## src/rtl/bus_decoder_pkg.sv

```systemverilog
// Shared definitions for bus_transaction_decoder and its aperture matcher.
//   state_e      : transaction FSM encoding (IDLE, ACCESS, DONE)
//   get_field    : pull field idx of width w out of a packed parameter vector
//   cnt_width    : wait-state counter width for a given timeout (min 1 bit)
package bus_decoder_pkg;

  typedef enum logic [1:0] {
    ST_IDLE   = 2'd0,
    ST_ACCESS = 2'd1,
    ST_DONE   = 2'd2
  } state_e;

  // Packed parameter vectors are widened to this many bits before extraction.
  localparam int FIELD_VEC_W = 1024;

  function automatic logic [31:0] get_field(input logic [FIELD_VEC_W-1:0] vec,
                                            input int unsigned idx,
                                            input int unsigned w);
    logic [FIELD_VEC_W-1:0] shifted;
    shifted = vec >> (idx * w);
    return shifted[31:0] & ((w >= 32) ? 32'hFFFF_FFFF : ((32'd1 << w) - 32'd1));
  endfunction

  function automatic int cnt_width(input int t);
    return (t <= 0) ? 1 : $clog2(t + 1);
  endfunction

endpackage

```

## src/rtl/bus_transaction_decoder_match.sv

```systemverilog
// aperture_match: combinational base/aperture decode.
//   a_i   : decoded request address
//   sel_o : one-hot winner, lowest matching index
//   any_o : at least one device matches
// Device i matches when the address bits above its aperture width equal the
// same bits of its base; an aperture width >= a_bits matches everything.
module aperture_match
  import bus_decoder_pkg::*;
#(
  parameter int a_bits  = 16,
  parameter int B       = 16,
  parameter int A       = 4,
  parameter int devices = 1,
  parameter logic [devices*B-1:0] base_addresses  = '0,
  parameter logic [devices*A-1:0] aperture_widths = '0
) (
  input  logic [a_bits-1:0]  a_i,
  output logic [devices-1:0] sel_o,
  output logic               any_o
);

  always_comb begin
    logic [B-1:0]      base_i;
    logic [A-1:0]      w_i;
    logic [a_bits-1:0] mask;
    base_i = '0;
    w_i    = '0;
    mask   = '0;
    sel_o  = '0;
    any_o  = 1'b0;
    for (int i = 0; i < devices; i++) begin
      base_i = B'(get_field(FIELD_VEC_W'(base_addresses), i, B));
      w_i    = A'(get_field(FIELD_VEC_W'(aperture_widths), i, A));
      mask   = {a_bits{1'b1}} << w_i;
      if (!any_o && (((a_i ^ base_i[a_bits-1:0]) & mask) == '0)) begin
        sel_o[i] = 1'b1;
        any_o    = 1'b1;
      end
    end
  end

endmodule

```

## src/rtl/bus_transaction_decoder.sv

```systemverilog
// bus_transaction_decoder: registered, handshaked bus decoder. Accepts one
// request at a time, strobes the lowest-index matching device until it acks
// or the wait-state timeout expires, then returns a one-cycle response.
// Ports: clk, reset (async, active-high); req_* request side; resp_* response
// side; dev_* device side (strobes held until ack, acks, packed read data).
// Optional: define BUS_DECODER_ERR_EN to add resp_err and err_count.
//
// state  | meaning
// IDLE   | req_ready=1, waiting for a request
// ACCESS | winner's strobe held, waiting for ack or timeout
// DONE   | resp_valid=1 for one cycle
module bus_transaction_decoder
  import bus_decoder_pkg::*;
#(
  parameter int D       = 8,
  parameter int B       = 16,
  parameter int A       = 4,
  parameter int a_bits  = B,
  parameter int devices = 1,
  parameter logic [devices*B-1:0] base_addresses  = '0,
  parameter logic [devices*A-1:0] aperture_widths = '0,
  parameter int TIMEOUT = 15
) (
  input  logic                   clk,
  input  logic                   reset,
  input  logic                   req_valid,
  output logic                   req_ready,
  input  logic                   req_write,
  input  logic [a_bits-1:0]      req_a,
  input  logic [D-1:0]           req_wdata,
  output logic                   resp_valid,
  output logic [D-1:0]           resp_data,
  output logic [a_bits-1:0]      dev_a,
  output logic [D-1:0]           dev_wdata,
  output logic [devices-1:0]     dev_read_strobes,
  output logic [devices-1:0]     dev_write_strobes,
  input  logic [devices-1:0]     dev_acks,
  input  logic [D*devices-1:0]   dev_read_datas
`ifdef BUS_DECODER_ERR_EN
  ,
  output logic                   resp_err,
  output logic [7:0]             err_count
`endif
);

  localparam int CW = cnt_width(TIMEOUT);
  localparam logic [CW-1:0] CNT_LAST = CW'((TIMEOUT > 0) ? TIMEOUT - 1 : 0);

  state_e              state_q, state_d;
  logic [a_bits-1:0]   a_q, a_d;
  logic [D-1:0]        wdata_q, wdata_d;
  logic                write_q, write_d;
  logic [devices-1:0]  sel_q, sel_d;
  logic [CW-1:0]       cnt_q, cnt_d;
  logic [D-1:0]        rdata_q, rdata_d;

  logic [devices-1:0]  hit_sel;
  logic                hit_any;
  logic                ack_sel;
  logic                timeout_hit;
  logic [D-1:0]        sel_rdata;

  aperture_match #(
    .a_bits         (a_bits),
    .B              (B),
    .A              (A),
    .devices        (devices),
    .base_addresses (base_addresses),
    .aperture_widths(aperture_widths)
  ) u_match (
    .a_i  (req_a),
    .sel_o(hit_sel),
    .any_o(hit_any)
  );

  assign ack_sel     = |(dev_acks & sel_q);
  assign timeout_hit = (TIMEOUT != 0) && (cnt_q == CNT_LAST);

  // sel_q is one-hot, so OR-ing masked slices is the mux.
  always_comb begin
    sel_rdata = '0;
    for (int i = 0; i < devices; i++) begin
      if (sel_q[i]) sel_rdata |= dev_read_datas[i*D +: D];
    end
  end

  always_comb begin
    state_d = state_q;
    a_d     = a_q;
    wdata_d = wdata_q;
    write_d = write_q;
    sel_d   = sel_q;
    cnt_d   = cnt_q;
    rdata_d = rdata_q;
    case (state_q)
      ST_IDLE: begin
        if (req_valid) begin
          a_d     = req_a;
          wdata_d = req_wdata;
          write_d = req_write;
          sel_d   = hit_sel;
          cnt_d   = '0;
          if (hit_any) begin
            state_d = ST_ACCESS;
          end else begin
            rdata_d = '1;
            state_d = ST_DONE;
          end
        end
      end
      ST_ACCESS: begin
        if (ack_sel) begin
          rdata_d = write_q ? '1 : sel_rdata;
          state_d = ST_DONE;
        end else if (timeout_hit) begin
          rdata_d = '1;
          state_d = ST_DONE;
        end else if (TIMEOUT != 0) begin
          cnt_d = cnt_q + 1'b1;
        end
      end
      ST_DONE: state_d = ST_IDLE;
      default: state_d = ST_IDLE;
    endcase
  end

  always_ff @(posedge clk or posedge reset) begin
    if (reset) begin
      state_q <= ST_IDLE;
      a_q     <= '0;
      wdata_q <= '0;
      write_q <= 1'b0;
      sel_q   <= '0;
      cnt_q   <= '0;
      rdata_q <= '1;
    end else begin
      state_q <= state_d;
      a_q     <= a_d;
      wdata_q <= wdata_d;
      write_q <= write_d;
      sel_q   <= sel_d;
      cnt_q   <= cnt_d;
      rdata_q <= rdata_d;
    end
  end

  assign req_ready         = (state_q == ST_IDLE);
  assign resp_valid        = (state_q == ST_DONE);
  assign resp_data         = rdata_q;
  assign dev_a             = a_q;
  assign dev_wdata         = wdata_q;
  assign dev_read_strobes  = (state_q == ST_ACCESS && !write_q) ? sel_q : '0;
  assign dev_write_strobes = (state_q == ST_ACCESS &&  write_q) ? sel_q : '0;

`ifdef BUS_DECODER_ERR_EN
  logic       err_q, err_d;
  logic [7:0] errcnt_q, errcnt_d;
  logic       err_evt;

  // Errors are a miss on accept or a timeout without ack.
  assign err_evt = (state_q == ST_IDLE && req_valid && !hit_any) ||
                   (state_q == ST_ACCESS && !ack_sel && timeout_hit);

  always_comb begin
    err_d    = err_q;
    errcnt_d = errcnt_q;
    if (err_evt) begin
      err_d = 1'b1;
      if (errcnt_q != 8'hFF) errcnt_d = errcnt_q + 8'd1;
    end else if (state_q == ST_ACCESS && ack_sel) begin
      err_d = 1'b0;
    end
  end

  always_ff @(posedge clk or posedge reset) begin
    if (reset) begin
      err_q    <= 1'b0;
      errcnt_q <= '0;
    end else begin
      err_q    <= err_d;
      errcnt_q <= errcnt_d;
    end
  end

  assign resp_err  = err_q;
  assign err_count = errcnt_q;
`endif

endmodule

```

## config.mk

```make
export PLATFORM = sky130hd
export DESIGN_NAME = bus_transaction_decoder
export DESIGN_NICKNAME = d
export VERILOG_FILES = /design/src/rtl/bus_decoder_pkg.sv /design/src/rtl/bus_transaction_decoder_match.sv /design/src/rtl/bus_transaction_decoder.sv
export SDC_FILE = /design/constraint.sdc
export NUM_CORES = 1
export LEC_CHECK = 0
export BUFFER_PORTS_ARGS = -buffer_cell sky130_fd_sc_hd__buf_2
export CAP_MARGIN = 20
export CELL_PAD_IN_SITES_DETAIL_PLACEMENT = 1
export CELL_PAD_IN_SITES_GLOBAL_PLACEMENT = 1
export CORE_MARGIN = 5
export CORE_UTILIZATION = 37
export DETAILED_ROUTE_END_ITERATION = 7
export PLACE_DENSITY = 0.93
export SLEW_MARGIN = 20
export SYNTH_ARGS = -nofsm -noshare
export SYNTH_HDL_FRONTEND = slang
export SYNTH_HIERARCHICAL = 1
export SYNTH_SLANG_ARGS = --single-unit
```

## constraint.sdc

```tcl
create_clock -name clk -period 3.3 [get_ports clk]
set_input_delay 0 -clock clk [delete_from_list [all_inputs] [get_ports clk]]
set_output_delay 0 -clock clk [all_outputs]
set_load 0.02 [all_outputs]
```

==> results.json <==
{
  "drt-met1-wl_mm": 2.20,
  "clk_pin_slew_ns": 0.08,
  "core_area_um2": 4440,
  "via_count": 1679,
  "crit_fanout": 30,
  "initial_utilization_pct": 38.8,
  "dpl.hpwl_mm": 3.60,
  "synth.area.top_cells": "dfrtp_1 (46%), nand2_1 (18%), dfstp_2 (12%)",
  "clk_latency_ns": 0.29,
  "slew_violations": 0,
  "maxCapViolations": 0,
  "clkSinkCount": 40,
  "seq_area_frac_synth_pct": 58.7,
  "setup_viol": 0,
  "fp.dieW_um": 78.2,
  "skew_ns": 0.00545,
  "reg2reg_depth": 3,
  "reg2reg_slack_ns": 1.39,
  "multi_input_area_um2": 659,
  "final_util_pct": 57.4,
  "hold_slack_ns": 0.127,
  "whs_path_depth": 3,
  "dr.pass1.iters": 4,
  "crit_arrival_ns": 2.13,
  "grt_overflow": 0,
  "yosys_warnings": 6,
  "min_path_type": "in2reg",
  "cp-start-kind": "flop",
  "regArea_um2": 1010,
  "fillers": 530,
  "drive_gt1_share_pct": 32.7,
  "cts-root-buf": "clkbuf_8",
  "tritoncts": "done",
  "dieHeight_um": 78.2,
  "power.total_mw": 1.10,
  "hold_end": "state_q[1]$_DFFE_PP0P_",
  "fin_setup_tns_ns": 0,
  "final_antenna_net_count": 0,
  "drcViolationCount": 0,
  "synth_seq_cells": 40,
  "diodes": 0,
  "gp_congestion": 0.830,
  "p_leak_nw": 1.31,
  "fin_crit_sh_pct": 57.9,
  "drt-total-wl_mm": 5.51,
  "netlist_area_um2": 1720,
  "syn_to_final_growth_pct": 48.1,
  "track_usage_pct": 19.4,
  "status": "finished clean",
  "clk_path_buf_depth": 2,
  "antenna_found_initial": 0,
  "post-route-min-period_ns": 1.91,
  "synth_top_area_share_pct": 46.5,
  "met2_length_mm": 2.95,
  "slew_headroom_pct": 34.2,
  "reg2reg_to": "cnt_q[3]$_DFFE_PP0P_",
  "final_cell_mix": "nand2_1 (83), buf_2 (72), dlygate4sd3_1 (34), dfrtp_1 (32)",
  "cts_setup_buffers": 0,
  "cts_htree_levels": 2,
  "synth_top_cell_by_area": "dfrtp_1",
  "placementRows": 24,
  "layout.nets": 323,
  "wl_per_cell_um": 16.4,
  "cts_buffers": 5,
  "worstMarginPinSlew_ns": 0.986,
  "grt_pass1_wl_mm": 9.26,
  "rsz0062_at_grt": "no",
  "io_buffers": 72,
  "finalHoldViolCount": 0,
  "die_area_um2": 6120,
  "avgSynthCellArea_um2": 9.79,
  "final_common_cell": "nand2_1",
  "path_class": "reg2reg",
  "yosysUniqueCellTypes": 30,
  "fmax_mhz": 524,
  "dr_wl_met3_um": 284,
  "power.density_nw_per_um2": 431,
  "boundaryPins": 73,
  "crit_path_end_kind": "flop",
  "required_ns": 3.52,
  "vias_per_cell": 5.00,
  "grt_pass1_vias": 1910,
  "timing.rr.start": "state_q[0]$_DFFE_PP0P_",
  "vdd_drop_max_uv": 247,
  "maxUsedRoutingLayer": "met4",
  "cts_resized": 0,
  "hold_buffers": 34,
  "worstHoldStart": "req_valid",
  "syn_nets": 215,
  "drt_iter0_drc": 67,
  "grt_max_degree": 41,
  "synthCells": 176
}
==> per-layer routing <==
metal  vias to the layer above  global-route usage, %
met3                         7                   4.81
li1                        797                      -
met2                        54                   37.1
met5                         -                      0
met1                       821                   21.0
met4                         0                   5.59
==> cell usage after synthesis, drive strengths merged <==
| cell | n |
|---|---|
| nor4 | 5 |
| clkbuf | 2 |
| a21boi | 1 |
| or4 | 1 |
| and2 | 1 |
| mux2i | 1 |
| or3b | 1 |
| dfrtp | 32 |
| and3 | 2 |
| nand2b | 2 |
| inv | 4 |
| nand3 | 5 |
| nor2 | 2 |
| buf | 5 |
| and4 | 1 |
| dfstp | 8 |
| and2b | 2 |
| o22a | 8 |
| o311ai | 3 |
| a31o | 1 |
| or3 | 1 |
| nor3b | 1 |
| nand4 | 1 |
| a221oi | 1 |
| nand2 | 83 |
| ha | 2 |
==> final cells by class <==
class	count	area share, %
multi-input cells	125	25.8
flip-flops and latches	40	39.6
inverters	4	0.589
well taps	52	2.55
repair buffers	108	28.2
clock inverters	2	0.490
clock buffers	5	2.70
==> worst max-delay path: stages, from the launching register on <==
cell and delay [ns]:
dfrtp_1 0.53, or3b_1 0.83, o311ai_0 0.34, nand3_1 0.14
==> flip-flops by register name, summed over array words and instances, names as in the netlist <==
name,cells
cnt_q,4
dev_a,16
dev_wdata,8
resp_data,8
sel_q,1
state_q,2
write_q,1
==> kinds of logic (layout without fill, tap and decap cells) <==
group	count (synthesis)	in the layout	share of synthesized area, %
buffers and inverters	11	119	3.41
and+or+nand+nor	108	108	27.8
AOI/OAI and AO/OA	14	14	8.06
muxes	1	1	0.581
adders and majority gates	2	2	1.45
DFF	40	40	58.7
==> power breakdown <==
group / internal, mW / switching [mW] / leakage, nW / total (mW)
Sequential: 0.531 / 0.0269 / 0.488 / 0.558
Clock: 0.143 / 0.165 / 0.0400 / 0.308
Combinational: 0.0940 / 0.139 / 0.786 / 0.233
==> worst max path at each step <==
stage               cells past startpoint                   start  slack (ns)                   end
floorplan                               4  state_q[0]$_DFFE_PP0P_        1.90  cnt_q[2]$_DFFE_PP0P_
global placement                        3  state_q[0]$_DFFE_PP0P_        1.48  cnt_q[2]$_DFFE_PP0P_
detailed placement                      3  state_q[0]$_DFFE_PP0P_        1.41  cnt_q[2]$_DFFE_PP0P_
CTS                                     3  state_q[0]$_DFFE_PP0P_        1.37  cnt_q[3]$_DFFE_PP0P_
global route                            3  state_q[0]$_DFFE_PP0P_        1.23  cnt_q[3]$_DFFE_PP0P_
finish                                  3  state_q[0]$_DFFE_PP0P_        1.39  cnt_q[3]$_DFFE_PP0P_
==> stage by stage <==
stage | cell area, um2 | worst slack (ns) | instances
2_1_floorplan | 1720 | 1.90 | 176
3_3_place_gp | 2120 | 1.48 | 294
3_5_place_dp | 2120 | 1.41 | 294
4_1_cts | 2540 | 1.37 | 335
5_1_grt | 2550 | 1.23 | 336
6_report | 2550 | 1.39 | 336
No activity file was read; power rests on OpenSTA's default activity.
